===== src/rtl/data_mem_handler_pkg.sv =====
// Shared types, encodings and constants for the data-memory load/store handler.
package data_mem_handler_pkg;

    localparam int unsigned XLEN            = 32;
    localparam int unsigned CNT_W           = 8;
    localparam int unsigned TIMEOUT_DEFAULT = 255;

    typedef enum logic [2:0] {
        LD_LB  = 3'b000,
        LD_LH  = 3'b001,
        LD_LW  = 3'b010,
        LD_LBU = 3'b100,
        LD_LHU = 3'b101
    } load_f3_e;

    typedef enum logic [2:0] {
        ST_SB = 3'b000,
        ST_SH = 3'b001,
        ST_SW = 3'b010
    } store_f3_e;

    typedef enum logic [1:0] {
        S_IDLE,
        S_REQ,
        S_WAIT,
        S_DONE
    } state_e;

    typedef enum logic [1:0] {
        SZ_BYTE,
        SZ_HALF,
        SZ_WORD
    } size_e;

    // Loads and stores share the size field in funct3[1:0]; unused encodings act as word.
    function automatic size_e access_size(input logic [2:0] f3);
        size_e sz;
        case ({1'b0, f3[1:0]})
            ST_SB:   sz = SZ_BYTE;
            ST_SH:   sz = SZ_HALF;
            default: sz = SZ_WORD;
        endcase
        return sz;
    endfunction

    function automatic logic is_unsigned_load(input logic [2:0] f3);
        return (f3 == LD_LBU) || (f3 == LD_LHU);
    endfunction

    function automatic logic is_misaligned(input logic [2:0] f3, input logic [1:0] off);
        logic mis;
        case (access_size(f3))
            SZ_BYTE: mis = 1'b0;
            SZ_HALF: mis = off[0];
            default: mis = (off != 2'b00);
        endcase
        return mis;
    endfunction

endpackage


===== src/rtl/data_mem_handler_lane_align.sv =====
// Byte-lane alignment: byte-enable generation, store-data replication and load extract/extend.
module mem_lane_align
    import data_mem_handler_pkg::*;
(
    input  logic [2:0]      funct3_i,
    input  logic [1:0]      off_i,
    input  logic [XLEN-1:0] store_data_i,
    input  logic [XLEN-1:0] rdata_i,
    output logic [3:0]      byte_en_o,
    output logic [XLEN-1:0] wdata_o,
    output logic [XLEN-1:0] ldata_o
);

    logic [7:0]  ld_byte;
    logic [15:0] ld_half;
    logic        sign_ext;

    assign ld_byte  = rdata_i[{off_i, 3'b000} +: 8];
    assign ld_half  = off_i[1] ? rdata_i[31:16] : rdata_i[15:0];
    assign sign_ext = ~is_unsigned_load(funct3_i);

    always_comb begin
        byte_en_o = 4'b1111;
        wdata_o   = store_data_i;
        ldata_o   = rdata_i;
        case (access_size(funct3_i))
            SZ_BYTE: begin
                byte_en_o = 4'b0001 << off_i;
                wdata_o   = {4{store_data_i[7:0]}};
                ldata_o   = {{24{sign_ext & ld_byte[7]}}, ld_byte};
            end
            SZ_HALF: begin
                byte_en_o = off_i[1] ? 4'b1100 : 4'b0011;
                wdata_o   = {2{store_data_i[15:0]}};
                ldata_o   = {{16{sign_ext & ld_half[15]}}, ld_half};
            end
            default: ;
        endcase
    end

endmodule


===== src/rtl/data_mem_handler.sv =====
// Load/store data-bus handler: one bus transaction per request, core stalled until completion.
// Build option MISALIGN_CHECK_EN rejects misaligned half/word accesses without a bus strobe.
module data_mem_handler
    import data_mem_handler_pkg::*;
#(
    parameter int unsigned TIMEOUT = TIMEOUT_DEFAULT
)(
    input  logic            clk,
    input  logic            rst,
    input  logic [XLEN-1:0] aluResult,
    input  logic [XLEN-1:0] storeData,
    input  logic            memRead,
    input  logic            memWrite,
    input  logic [2:0]      funct3,
    output logic [XLEN-1:0] busAddr,
    output logic [XLEN-1:0] busWData,
    output logic [3:0]      busByteEn,
    output logic            busRead,
    output logic            busWrite,
    input  logic            busBusy,
    input  logic [XLEN-1:0] busRData,
    output logic [XLEN-1:0] loadData,
    output logic            stall,
    output logic            done,
    output logic            busError,
    output logic            misaligned
);

    state_e            state_q, state_d;
    logic [CNT_W-1:0]  cnt_q, cnt_d;
    logic [CNT_W-1:0]  cnt_inc;
    logic [2:0]        f3_q, f3_d;
    logic [1:0]        off_q, off_d;
    logic              write_q, write_d;
    logic [XLEN-1:0]   bus_addr_q, bus_addr_d;
    logic [XLEN-1:0]   bus_wdata_q, bus_wdata_d;
    logic [3:0]        bus_be_q, bus_be_d;
    logic              bus_read_q, bus_read_d;
    logic              bus_write_q, bus_write_d;
    logic [XLEN-1:0]   load_data_q, load_data_d;
    logic              done_q, done_d;
    logic              bus_err_q, bus_err_d;
    logic              req;
    logic              issue;
    logic [2:0]        lane_f3;
    logic [1:0]        lane_off;
    logic [3:0]        lane_be;
    logic [XLEN-1:0]   lane_wdata;
    logic [XLEN-1:0]   lane_ldata;

    assign req     = memRead | memWrite;
    assign cnt_inc = cnt_q + CNT_W'(1);

    // Lanes follow the live request while idle, the latched access afterwards.
    assign lane_f3  = (state_q == S_IDLE) ? funct3 : f3_q;
    assign lane_off = (state_q == S_IDLE) ? aluResult[1:0] : off_q;

    mem_lane_align u_lane (
        .funct3_i     (lane_f3),
        .off_i        (lane_off),
        .store_data_i (storeData),
        .rdata_i      (busRData),
        .byte_en_o    (lane_be),
        .wdata_o      (lane_wdata),
        .ldata_o      (lane_ldata)
    );

`ifdef MISALIGN_CHECK_EN
    logic misal_q, misal_d;
`endif

    always_comb begin
        state_d     = state_q;
        cnt_d       = cnt_q;
        f3_d        = f3_q;
        off_d       = off_q;
        write_d     = write_q;
        bus_addr_d  = bus_addr_q;
        bus_wdata_d = bus_wdata_q;
        bus_be_d    = bus_be_q;
        bus_read_d  = 1'b0;
        bus_write_d = 1'b0;
        load_data_d = load_data_q;
        done_d      = 1'b0;
        bus_err_d   = 1'b0;
        issue       = 1'b0;
`ifdef MISALIGN_CHECK_EN
        misal_d     = 1'b0;
`endif
        case (state_q)
            S_IDLE: begin
                if (req) begin
                    f3_d    = funct3;
                    off_d   = aluResult[1:0];
                    write_d = memWrite;
`ifdef MISALIGN_CHECK_EN
                    if (is_misaligned(funct3, aluResult[1:0])) begin
                        state_d = S_DONE;
                        done_d  = 1'b1;
                        misal_d = 1'b1;
                    end else begin
                        issue = 1'b1;
                    end
`else
                    issue = 1'b1;
`endif
                end
            end
            S_REQ: begin
                cnt_d   = '0;
                state_d = S_WAIT;
            end
            S_WAIT: begin
                if (!busBusy) begin
                    if (!write_q) begin
                        load_data_d = lane_ldata;
                    end
                    state_d = S_DONE;
                    done_d  = 1'b1;
                end else begin
                    cnt_d = cnt_inc;
                    if (cnt_inc == CNT_W'(TIMEOUT)) begin
                        state_d   = S_DONE;
                        done_d    = 1'b1;
                        bus_err_d = 1'b1;
                    end
                end
            end
            S_DONE: begin
                state_d = S_IDLE;
            end
            default: state_d = S_IDLE;
        endcase

        // Simultaneous read and write requests resolve to a write.
        if (issue) begin
            state_d     = S_REQ;
            bus_addr_d  = {aluResult[XLEN-1:2], 2'b00};
            bus_wdata_d = lane_wdata;
            bus_be_d    = lane_be;
            bus_read_d  = ~memWrite;
            bus_write_d = memWrite;
        end
    end

    always_ff @(posedge clk) begin
        if (rst) begin
            state_q     <= S_IDLE;
            cnt_q       <= '0;
            f3_q        <= '0;
            off_q       <= '0;
            write_q     <= 1'b0;
            bus_addr_q  <= '0;
            bus_wdata_q <= '0;
            bus_be_q    <= '0;
            bus_read_q  <= 1'b0;
            bus_write_q <= 1'b0;
            load_data_q <= '0;
            done_q      <= 1'b0;
            bus_err_q   <= 1'b0;
        end else begin
            state_q     <= state_d;
            cnt_q       <= cnt_d;
            f3_q        <= f3_d;
            off_q       <= off_d;
            write_q     <= write_d;
            bus_addr_q  <= bus_addr_d;
            bus_wdata_q <= bus_wdata_d;
            bus_be_q    <= bus_be_d;
            bus_read_q  <= bus_read_d;
            bus_write_q <= bus_write_d;
            load_data_q <= load_data_d;
            done_q      <= done_d;
            bus_err_q   <= bus_err_d;
        end
    end

`ifdef MISALIGN_CHECK_EN
    always_ff @(posedge clk) begin
        if (rst) begin
            misal_q <= 1'b0;
        end else begin
            misal_q <= misal_d;
        end
    end
    assign misaligned = misal_q;
`else
    assign misaligned = 1'b0;
`endif

    // The core must freeze in the very cycle a request first appears.
    assign stall = ((state_q == S_IDLE) && req) || (state_q == S_REQ) || (state_q == S_WAIT);

    assign busAddr   = bus_addr_q;
    assign busWData  = bus_wdata_q;
    assign busByteEn = bus_be_q;
    assign busRead   = bus_read_q;
    assign busWrite  = bus_write_q;
    assign loadData  = load_data_q;
    assign done      = done_q;
    assign busError  = bus_err_q;

endmodule


===== config.mk =====
export PLATFORM = sky130hd
export DESIGN_NAME = data_mem_handler
export DESIGN_NICKNAME = d
export VERILOG_FILES = /design/src/rtl/data_mem_handler_pkg.sv /design/src/rtl/data_mem_handler_lane_align.sv /design/src/rtl/data_mem_handler.sv
export SDC_FILE = /design/constraint.sdc
export NUM_CORES = 1
export LEC_CHECK = 0
export BUFFER_PORTS_ARGS = -buffer_cell sky130_fd_sc_hd__buf_2
export CAP_MARGIN = 15
export CORE_MARGIN = 2
export CORE_UTILIZATION = 40
export DETAILED_ROUTE_END_ITERATION = 10
export HOLD_SLACK_MARGIN = 0.03
export PLACE_DENSITY = 0.67
export SLEW_MARGIN = 10
export SYNTH_ARGS = -nofsm -noshare
export SYNTH_HDL_FRONTEND = slang
export SYNTH_SLANG_ARGS = --single-unit
export TNS_END_PERCENT = 20

===== constraint.sdc =====
create_clock -name clk -period 4.27 [get_ports clk]
set_clock_uncertainty 0.05 [all_clocks]
set_input_delay 0.6405 -clock clk [delete_from_list [all_inputs] [get_ports clk]]
set_output_delay 0.6405 -clock clk [all_outputs]
set_load 0.02 [all_outputs]

# After elaboration in Yosys (flattened, before gate mapping)

Index checks and enable logic that the tools add are counted.

Register bits: 118
Bits of input ports: 104

Bitwise gates (word level): 9
Equality and inequality tests: 11
Reduce and logical (&&, ||, !) cells: 19
Multiplexer cells: 18
Add/subtract/negate cells: 1
Shift operators: 2

Operators with widths:

| cell                                                                  | count |
|---|---|
| 32-bit case mux with 2 select lines                                   | 2 |
| 32-bit by 6-bit variable part select with 8-bit output                | 1 |
| 16-bit two-way mux                                                    | 1 |
| 8-bit case mux with 2 select lines                                    | 1 |
| 8-bit by 1-bit adder with 8-bit output, second input constant         | 1 |
| 8-bit equality test, second input constant                            | 1 |
| 8-bit two-way mux                                                     | 1 |
| 4-bit case mux with 2 select lines                                    | 1 |
| 2-bit AND reduction                                                   | 4 |
| 2-bit by 1-bit equality test with 1-bit output, second input constant | 3 |
| 3-bit equality test, second input constant                            | 2 |
| 2-bit zero test                                                       | 3 |
| 2-bit two-way mux                                                     | 3 |
| 1-bit inverter                                                        | 6 |
| 2-bit case mux with 3 select lines                                    | 1 |
| 2-bit OR reduction                                                    | 3 |
| 1-bit two-way mux                                                     | 5 |
| 2-bit equality test, second input constant                            | 2 |
| 4-bit two-way mux                                                     | 1 |
| 4-bit inequality test, second input constant                          | 1 |
| 2-bit case mux with 2 select lines                                    | 1 |
| 4-bit nonzero test                                                    | 1 |
| 1-bit by 2-bit left shift with 4-bit output, first input constant     | 1 |
| 1-bit logical OR                                                      | 3 |
| 10 further kinds                                                      | 11 |

# Longest topological paths before layout

Gate-level depths: netlist of the first run.

Word-level depth: 7
Gate-level depth with buffers: 12
Depth with buffers taken out: 8

# Modules after synthesis

Synthesis of the first run repeated with hierarchy kept, for this count alone.

Cell total of the unflattened synthesis: 739
Area, all modules: 5664.2 um^2

By module, submodules not included:

| module           | times used | area an instance (um^2) | cells each |
|---|---|---|---|
| data_mem_handler | 1          | 4451.8                  | 565 |
| mem_lane_align   | 1          | 1212.4                  | 174 |

# Least setup slack after synthesis of the first run

No wires, ideal clock.

Path kind: register to output
Start: register state_q[0]
End: output port stall
Required time: 3.579 ns
Arrival: 1.874 ns
Slack: 1.706 ns
Cell stages (with the launch flop): 9
Path through: dfxtp_1 inv_1 ha_1 buf_6 buf_2 o21ai_1 buf_2 clkbuf_1 nand2_1

Word-level cells in the longest chain between the ends: 4
Elaborated cells between the ends (all ways): 6

Ends and longest elaborated chain:

| what                   | line                    | text |
|---|---|---|
| from (decl)            | data_mem_handler.sv:29  | `state_e state_q, state_d;` |
| from (signal assigned) | data_mem_handler.sv:162 | `state_q <= state_d;` |
| 2-bit zero test        | data_mem_handler.sv:192 | `assign stall = ((state_q == S_IDLE) && req) \|\| (state_q == S_REQ) \|\| (state_q == S_WAIT);` |
| 1-bit logical AND      | data_mem_handler.sv:192 |  |
| 1-bit logical OR       | data_mem_handler.sv:192 |  |
| 1-bit logical OR *     | data_mem_handler.sv:192 |  |
| to (decl)              | data_mem_handler.sv:23  | `output logic stall,` |

Every way passes the cells marked *; elsewhere a longest branch is shown, timed or not.

# Worst setup path after layout of the first run

Start: register state_q[0]
End: register load_data_q[4] (netlist: loadData[4])

Word-level cells in the longest chain between the ends: 6
Elaborated cells between the ends (all ways): 13

Ends and longest elaborated chain:

| what                                                                                                           | line                    | text |
|---|---|---|
| parallel branches: the longest is 6 deep, another holds 32-bit by 6-bit variable part select with 8-bit output | -                       |  |
| to (signal assigned)                                                                                           | data_mem_handler.sv:172 | `load_data_q <= load_data_d;` |
| to (decl)                                                                                                      | data_mem_handler.sv:40  | `logic [XLEN-1:0] load_data_q, load_data_d;` |

Parallel ways; which one is timed is not known.
A chain may end at the register's enable or synchronous reset.

==> metrics.md, run 1 <==
| Metric | Value |
|---|---|
| DR vias/cell | `~5.3` |
| Final setup fails | `0` |
| Clock sinks | `about 120` |
| Switch share | `0.404` |
| RSZ-0062 raised after global routing | `no` |
| DRT Pass-1 Iters | `5` |
| Total clock buffers created by CTS | `17` |
| Synthesis Warnings | `0` |
| Core area | `0.0133 sq mm` |
| Sequential area share after synthesis | `0.428` |
| FP Rows | `42` |
| CTS tree | `done` |
| First-pass GRT wire length | `approximately 26 mm` |
| Required @ worst endpoint | `between 4 and 5 ns` |
| Post-synth top flop | `dfxtp_1` |
| Hold Buf Count CTS | `0` |
| Net count, final | `between 900 and 1k` |
| DRC Markers | `0` |
| CTS Root Cell | `clkbuf_16` |
| Iteration-0 DRC Markers | `437` |
| Logic gate share of total power | `0.385` |
| Library cells used by synthesis | `53` |
| Number of post-CTS setup repair buffers | `0` |
| Crit end category | `register` |
| Vias | `about 5.5k` |
| Async SR Flop Fraction | `0` |
| P_leak | `3.15 nW` |
| H-tree depth | `4` |
| Grt ovf | `0` |
| Final Max Slew Viols | `0` |
| Hold Crit Class | `reg2reg` |
| CP Class | `reg2reg` |
| Placement Cell Area | `approximately 0.0066 sq mm` |
| Largest net degree at the start of global routing | `slightly above 100` |
| Worst vdd ir | `0.366 mV` |
| Clock tree buffer depth | `2` |
| Synthesized area per cell | `between 8 and 9 sq um` |
| Initial antenna violation count | `0` |
| Area growth, synth to finish | `30.1%` |
| GRT Total Usage | `0.227` |
| Final min period | `approximately 3 ns` |
| Final Instance Area | `between 0.007 and 0.008 sq mm` |
| Final hold violations | `0` |
| FF+latch count, synth | `approximately 120` |
| Max Cap Viol | `0` |
| Height of the die | `122 um` |
| Share of layout cells above drive strength 1 | `0.318` |
| Die area | `between 0.01 and 0.015 sq mm` |
| Commonest non-fill, non-tap cell in the layout | `buf_2` |
| Worst Path Max Fanout | `12` |
| Post-DR wirelength/cell | `~16 um` |
| Most frequent cells in the layout | `buf_2, nand2_1, dfxtp_1` |
| Post-synth EDFFs | `0` |
| Final WL | `16.9 mm` |
| Post-Syn Area | `approximately 0.0055 sq mm` |
| Post-synthesis cell count | `686` |
| Reg power frac | `0.315` |
| Actual transition at the worst max-transition pin | `1.14 ns` |
| DP HPWL | `11.9 mm` |
| Post-layout util | `0.538` |
| # diodes | `0` |
| Die Span X | `~120 um` |
| Pwr Density | `635 mW/mm^2` |
| Status | `finished clean` |
| Post-route ant nets | `0` |
| Insertion delay to the later sink of the worst-skew pair | `0.42 ns` |
| Period utilisation layout | `0.684` |
| Final Power | `roughly 4.6 mW` |
| Vias in the first global route | `between 5k and 6k` |
| Starting Density | `0.414` |
| # resized after CTS | `0` |
| # port buffers | `between 200 and 250` |
| Clk network pwr share | `0.301` |
| WP data arrival | `between 3 and 4 ns` |
| Gpl congestion | `approximately 0.91` |
| Max Clock Freq | `around 340 MHz` |
| Switch Pwr | `between 1.5 and 2 mW` |
| Startpoint types | `register` |
| Slew Limit Headroom | `0.243` |
| I/O pin total | `210` |
| Worst-path clk slew | `0.06 ns` |
| Total Neg Setup Slack | `0 ns` |
| P_int | `between 2 and 3 mW` |
==> worst max-delay path: stages, from the launching register on <==
cell and delay, ns:
dfxtp_1 0.41, inv_1 0.09, ha_1 0.33, mux2_2 0.43
and2_1 0.33, nor2b_1 0.53, buf_4 0.28, a21oi_1 0.09
a311oi_1 0.28
==> Yosys cell counts, types with 3 or more instances <==
master,number,area share
a21oi_1,70,0.063
nand2_1,156,0.11
buf_6,5,0.010
mux2i_1,18,0.033
nand3b_1,3,0.0041
nor3_1,7,0.0063
nand4_1,3,0.0034
or2_2,8,0.0091
buf_2,8,0.0072
ha_1,7,0.016
a211oi_2,10,0.023
and2_1,3,0.0034
inv_1,9,0.0061
a221oi_1,8,0.013
nor2_1,79,0.054
nand3_1,19,0.017
buf_4,4,0.0054
o22ai_1,5,0.0057
o21ai_0,4,0.0036
nand2b_1,7,0.0079
o2111ai_1,8,0.013
a311oi_1,29,0.046
a211oi_1,23,0.031
dfxtp_1,118,0.43
o21a_1,3,0.0041
clkbuf_1,38,0.026
a31oi_1,3,0.0034
==> area by class of cell <==
class,count,area (sq um)
fillers,1286,6160
multi-input cells,504,2890
well taps,176,220
inverters,9,33.8
clock buffers,17,425
flip-flops and latches,118,2360
repair buffers,214,1110
clock inverters,15,145
==> final timing paths <==
path / from / end / slack (ns) / cells after the start
min reg2reg: busAddr[16] / busAddr[16] / 0.40 / 2
min: busAddr[16] / busAddr[16] / 0.40 / 2
max reg2reg: state_q[0] / loadData[4] / 1.35 / 8
max: state_q[0] / loadData[4] / 1.35 / 8
==> kinds of logic (layout without fill, tap and decap cells) <==
kind of cell / Yosys count / count (layout) / share of synthesized area
and+or+nand+nor: 297 / 297 / 0.229
xor gates and xnor gates: 1 / 1 / 0.00159
DFF: 118 / 118 / 0.428
buffers and inverters: 66 / 255 / 0.0562
muxes: 22 / 22 / 0.0439
AOI/OAI and AO/OA: 174 / 174 / 0.225
adders and majority gates: 7 / 7 / 0.0159
other: 1 / 3 / 0.000679
==> flip-flops by register name, summed over array words and instances (netlist names) <==
register and count:
busWData 32, loadData 32, busAddr 30, cnt_q 8, busByteEn 4, f3_q 3
off_q 2, state_q 2, busError 1, busRead 1, busWrite 1, done 1
write_q 1
==> metal layers <==
metal / global-route usage / wire (um) / vias up
met1: 0.300 / 7400 / 2546
met3: 0.0597 / 1050 / 29
li1: - / - / 2762
met4: 0.102 / 475 / 0
met5: 0 / 0 / -
met2: 0.350 / 7940 / 195
==> power groups by stage <==
stage	sequential, mW	combinational, mW	clock [mW]
2_1_floorplan	1.68	1.03	0
3_3_place_gp	1.45	1.75	0
3_5_place_dp	1.46	1.76	0
4_1_cts	1.44	1.77	1.39
5_1_grt	1.46	1.93	1.45
6_report	1.44	1.76	1.37
==> metrics by stage <==
step                setup WS [ns]  instances  hold WS, ns
global placement             1.38       1021        0.390
CTS                          1.32       1053        0.396
detailed placement           1.31       1021        0.393
global route                 1.10       1053        0.389
floorplan                    1.71        688        0.395
finish                       1.35       1053        0.398
Note: power is estimated with default switching activity, not from simulation.
==> run 2: changes to the inputs <==
- PLACE_DENSITY: 0.67 -> 0.7
- clock period: 4.27 -> 2.5 ns (I/O delays scaled with it)
==> run 2 against run 1 <==
Net effect:
- global-route usage about the same
- worst hold slack worse by 0.26 ns
- clock power grew 110%
- critical path depth rose by 1
- total power increased by 87%
- first-iteration DRC count is 1.8% lower
- non-clock buffer count grew 17
- die area unchanged
- via count increased by 0.47%
- critical endpoint is now loadData[17]
==> metrics.md, run 2 (same netlist as run 1, synthesis figures left out) <==
| Metric | Value |
|---|---|
| Status | `finished clean (unchanged)` |
| Die Span X | `122 um (unchanged)` |
| Worst hold start | `aluResult[23] (was busAddr[16])` |
| R2R Path Start | `state_q[1] (was state_q[0])` |
| Clock tree buffer depth | `2 (unchanged)` |
| Hold endpoint | `busAddr[23] (was busAddr[16])` |
| P_int | `5.38 mW (was 2.72 mW)` |
| Starting Density | `0.414 (unchanged)` |
| Crit end category | `register (unchanged)` |
| Placement Cell Area | `0.00677 sq mm (was 0.00662 sq mm)` |
| Final Instance Area | `0.00750 sq mm (was 0.00719 sq mm)` |
| Post-layout util | `0.562 (was 0.538)` |
| Max Clock Freq | `425 MHz (was 343 MHz)` |
| Final WL | `17.1 mm (was 16.9 mm)` |
| Grt ovf | `0 (unchanged)` |
| Period utilisation layout | `0.941 (was 0.684)` |
| Insertion delay to the later sink of the worst-skew pair | `0.42 ns (about the same)` |
| CTS tree | `done (unchanged)` |
| RSZ-0062 raised after global routing | `no (unchanged)` |
| Pwr Density | `1140 mW/mm^2 (was 635 mW/mm^2)` |
| DRT Pass-1 Iters | `5 (unchanged)` |
| Switch share | `0.370 (was 0.404)` |
| Logic gate share of total power | `0.375 (was 0.385)` |
| Startpoint types | `register (unchanged)` |
| Net count, final | `992 (was 975)` |
| FP Rows | `42 (unchanged)` |
| Max Cap Viol | `0 (unchanged)` |
| Largest net degree at the start of global routing | `76 (was 101)` |
| WP data arrival | `2.63 ns (was 3.19 ns)` |
| CTS Root Cell | `clkbuf_16 (unchanged)` |
| Iteration-0 DRC Markers | `429 (was 437)` |
| DR vias/cell | `5.19 (was 5.25)` |
| Area growth, synth to finish | `35.7% (was 30.1%)` |
| Fill cell count | `1,293 (was 1,286)` |
| GRT Total Usage | `0.228 (was 0.227)` |
| Gpl congestion | `0.936 (was 0.911)` |
| Slew Limit Headroom | `0.510 (was 0.243)` |
| Initial antenna violation count | `1 (was 0)` |
| Post-route ant nets | `0 (unchanged)` |
| Worst vdd ir | `0.586 mV (was 0.366 mV)` |
| Clk network pwr share | `0.339 (was 0.301)` |
| Die area | `0.0148 sq mm (unchanged)` |
| Vias in the first global route | `5,177 (was 5,113)` |
| Cell count of the worst hold path | `3 (was 2)` |
| First-pass GRT wire length | `26.4 mm (was 26.3 mm)` |
| Reg power frac | `0.286 (was 0.315)` |
| Final hold violations | `0 (unchanged)` |
| Height of the die | `122 um (unchanged)` |
| Commonest non-fill, non-tap cell in the layout | `buf_2 (unchanged)` |
| CP Class | `reg2reg (unchanged)` |
| Hold Crit Class | `in2reg (was reg2reg)` |
| Flop-to-flop setup slack | `0.15 ns (was 1.35 ns)` |
| Final setup fails | `0 (unchanged)` |
| Pre-CTS setup slack | `0.0485 ns (was 1.31 ns)` |
| Vias | `5,558 (was 5,532)` |
| P_leak | `3.31 nW (was 3.15 nW)` |
| Worst-path clk slew | `0.06 ns (about the same)` |
| Share of layout cells above drive strength 1 | `0.332 (was 0.318)` |
| I/O pin total | `210 (unchanged)` |
| H-tree depth | `4 (unchanged)` |
| # port buffers | `206 (unchanged)` |
| Final Power | `8.54 mW (was 4.56 mW)` |
| Total Neg Setup Slack | `0 ns (unchanged)` |
| Most frequent cells in the layout | `buf_2, nand2_1, dfxtp_1 (unchanged)` |
| Switch Pwr | `3.16 mW (was 1.84 mW)` |
| Hold Buf Count CTS | `0 (unchanged)` |
| Final setup margin | `0.147 ns (was 1.35 ns)` |
| DP HPWL | `12.1 mm (was 11.9 mm)` |
| Clock sinks | `118 (unchanged)` |
| Core area | `0.0133 sq mm (unchanged)` |
| Final Max Slew Viols | `0 (unchanged)` |
| Total clock buffers created by CTS | `17 (unchanged)` |
| Post-DR wirelength/cell | `15.9 um (was 16.0 um)` |
| Worst Path Max Fanout | `16 (was 12)` |
| Reg2Reg Capture Point | `loadData[17] (was loadData[4])` |
| Final min period | `2.35 ns (was 2.92 ns)` |
| DRC Markers | `0 (unchanged)` |
| Cell count of the worst reg-to-reg path | `9 (was 8)` |
| Required @ worst endpoint | `2.78 ns (was 4.54 ns)` |
| Actual transition at the worst max-transition pin | `0.732 ns (was 1.14 ns)` |
## run 2: final cells by class
type	instances	area [sq um]	area share
flip-flops and latches	118	2360	0.315
repair buffers	231	1270	0.170
clock inverters	15	275	0.0367
inverters	9	33.8	0.00451
well taps	176	220	0.0294
clock buffers	17	425	0.0567
diodes	1	2.50	0.000334
multi-input cells	504	2910	0.388
## run 2: repair_timing
| action | in CTS | in global routing |
|---|---|---|
| buffers inserted | 1 | 1 |
| setup endpoints to repair | 2 | 14 |
| gates resized for setup | 0 | 2 |
## run 2: power by group through the flow
stage               registers, mW  logic, mW  clock network [mW]
detailed placement           2.48       3.17                   0
global route                 2.49       3.50                3.01
finish                       2.45       3.20                2.89
global placement             2.47       3.14                   0
floorplan                    2.88       1.76                   0
CTS                          2.45       3.19                2.93
## run 2: worst max-delay path, stage by stage, from the launching register on
cell      delay (ns)
dfxtp_1         0.34
inv_1           0.10
ha_2            0.25
buf_12          0.18
mux2_4          0.31
or3_1           0.41
nand2_1         0.10
o22ai_2         0.08
buf_4           0.22
a211oi_1        0.23
## run 2: how the worst max path moves through the flow
| stage | from | to | slack (ns) | cells after the start |
|---|---|---|---|---|
| after global routing | state_q[1] | loadData[17] | 0.007 | 9 |
| after detailed placement | state_q[1] | loadData[17] | 0.05 | 10 |
| final | state_q[1] | loadData[17] | 0.15 | 9 |
| after floorplan | state_q[0] | stall | 0.20 | 8 |
| after global placement | state_q[1] | loadData[18] | 0.16 | 10 |
| after CTS | state_q[1] | loadData[15] | 0.10 | 8 |
## run 2: metrics by stage
| step | instances | hold WS [ns] |
|---|---|---|
| final | 1071 | 0.142 |
| after global routing | 1071 | 0.139 |
| after CTS | 1069 | 0.128 |
| after detailed placement | 1036 | 0.394 |
| after global placement | 1036 | 0.389 |
| after floorplan | 688 | 0.395 |
## run 2: metal layers
| metal | up-vias | GRT usage | routed length [um] |
|---|---|---|---|
| met1 | 2565 | 0.293 | 7560 |
| met3 | 24 | 0.0630 | 1010 |
| li1 | 2798 | - | - |
| met4 | 0 | 0.0826 | 365 |
| met2 | 171 | 0.367 | 8130 |
| met5 | - | 0 | 0 |
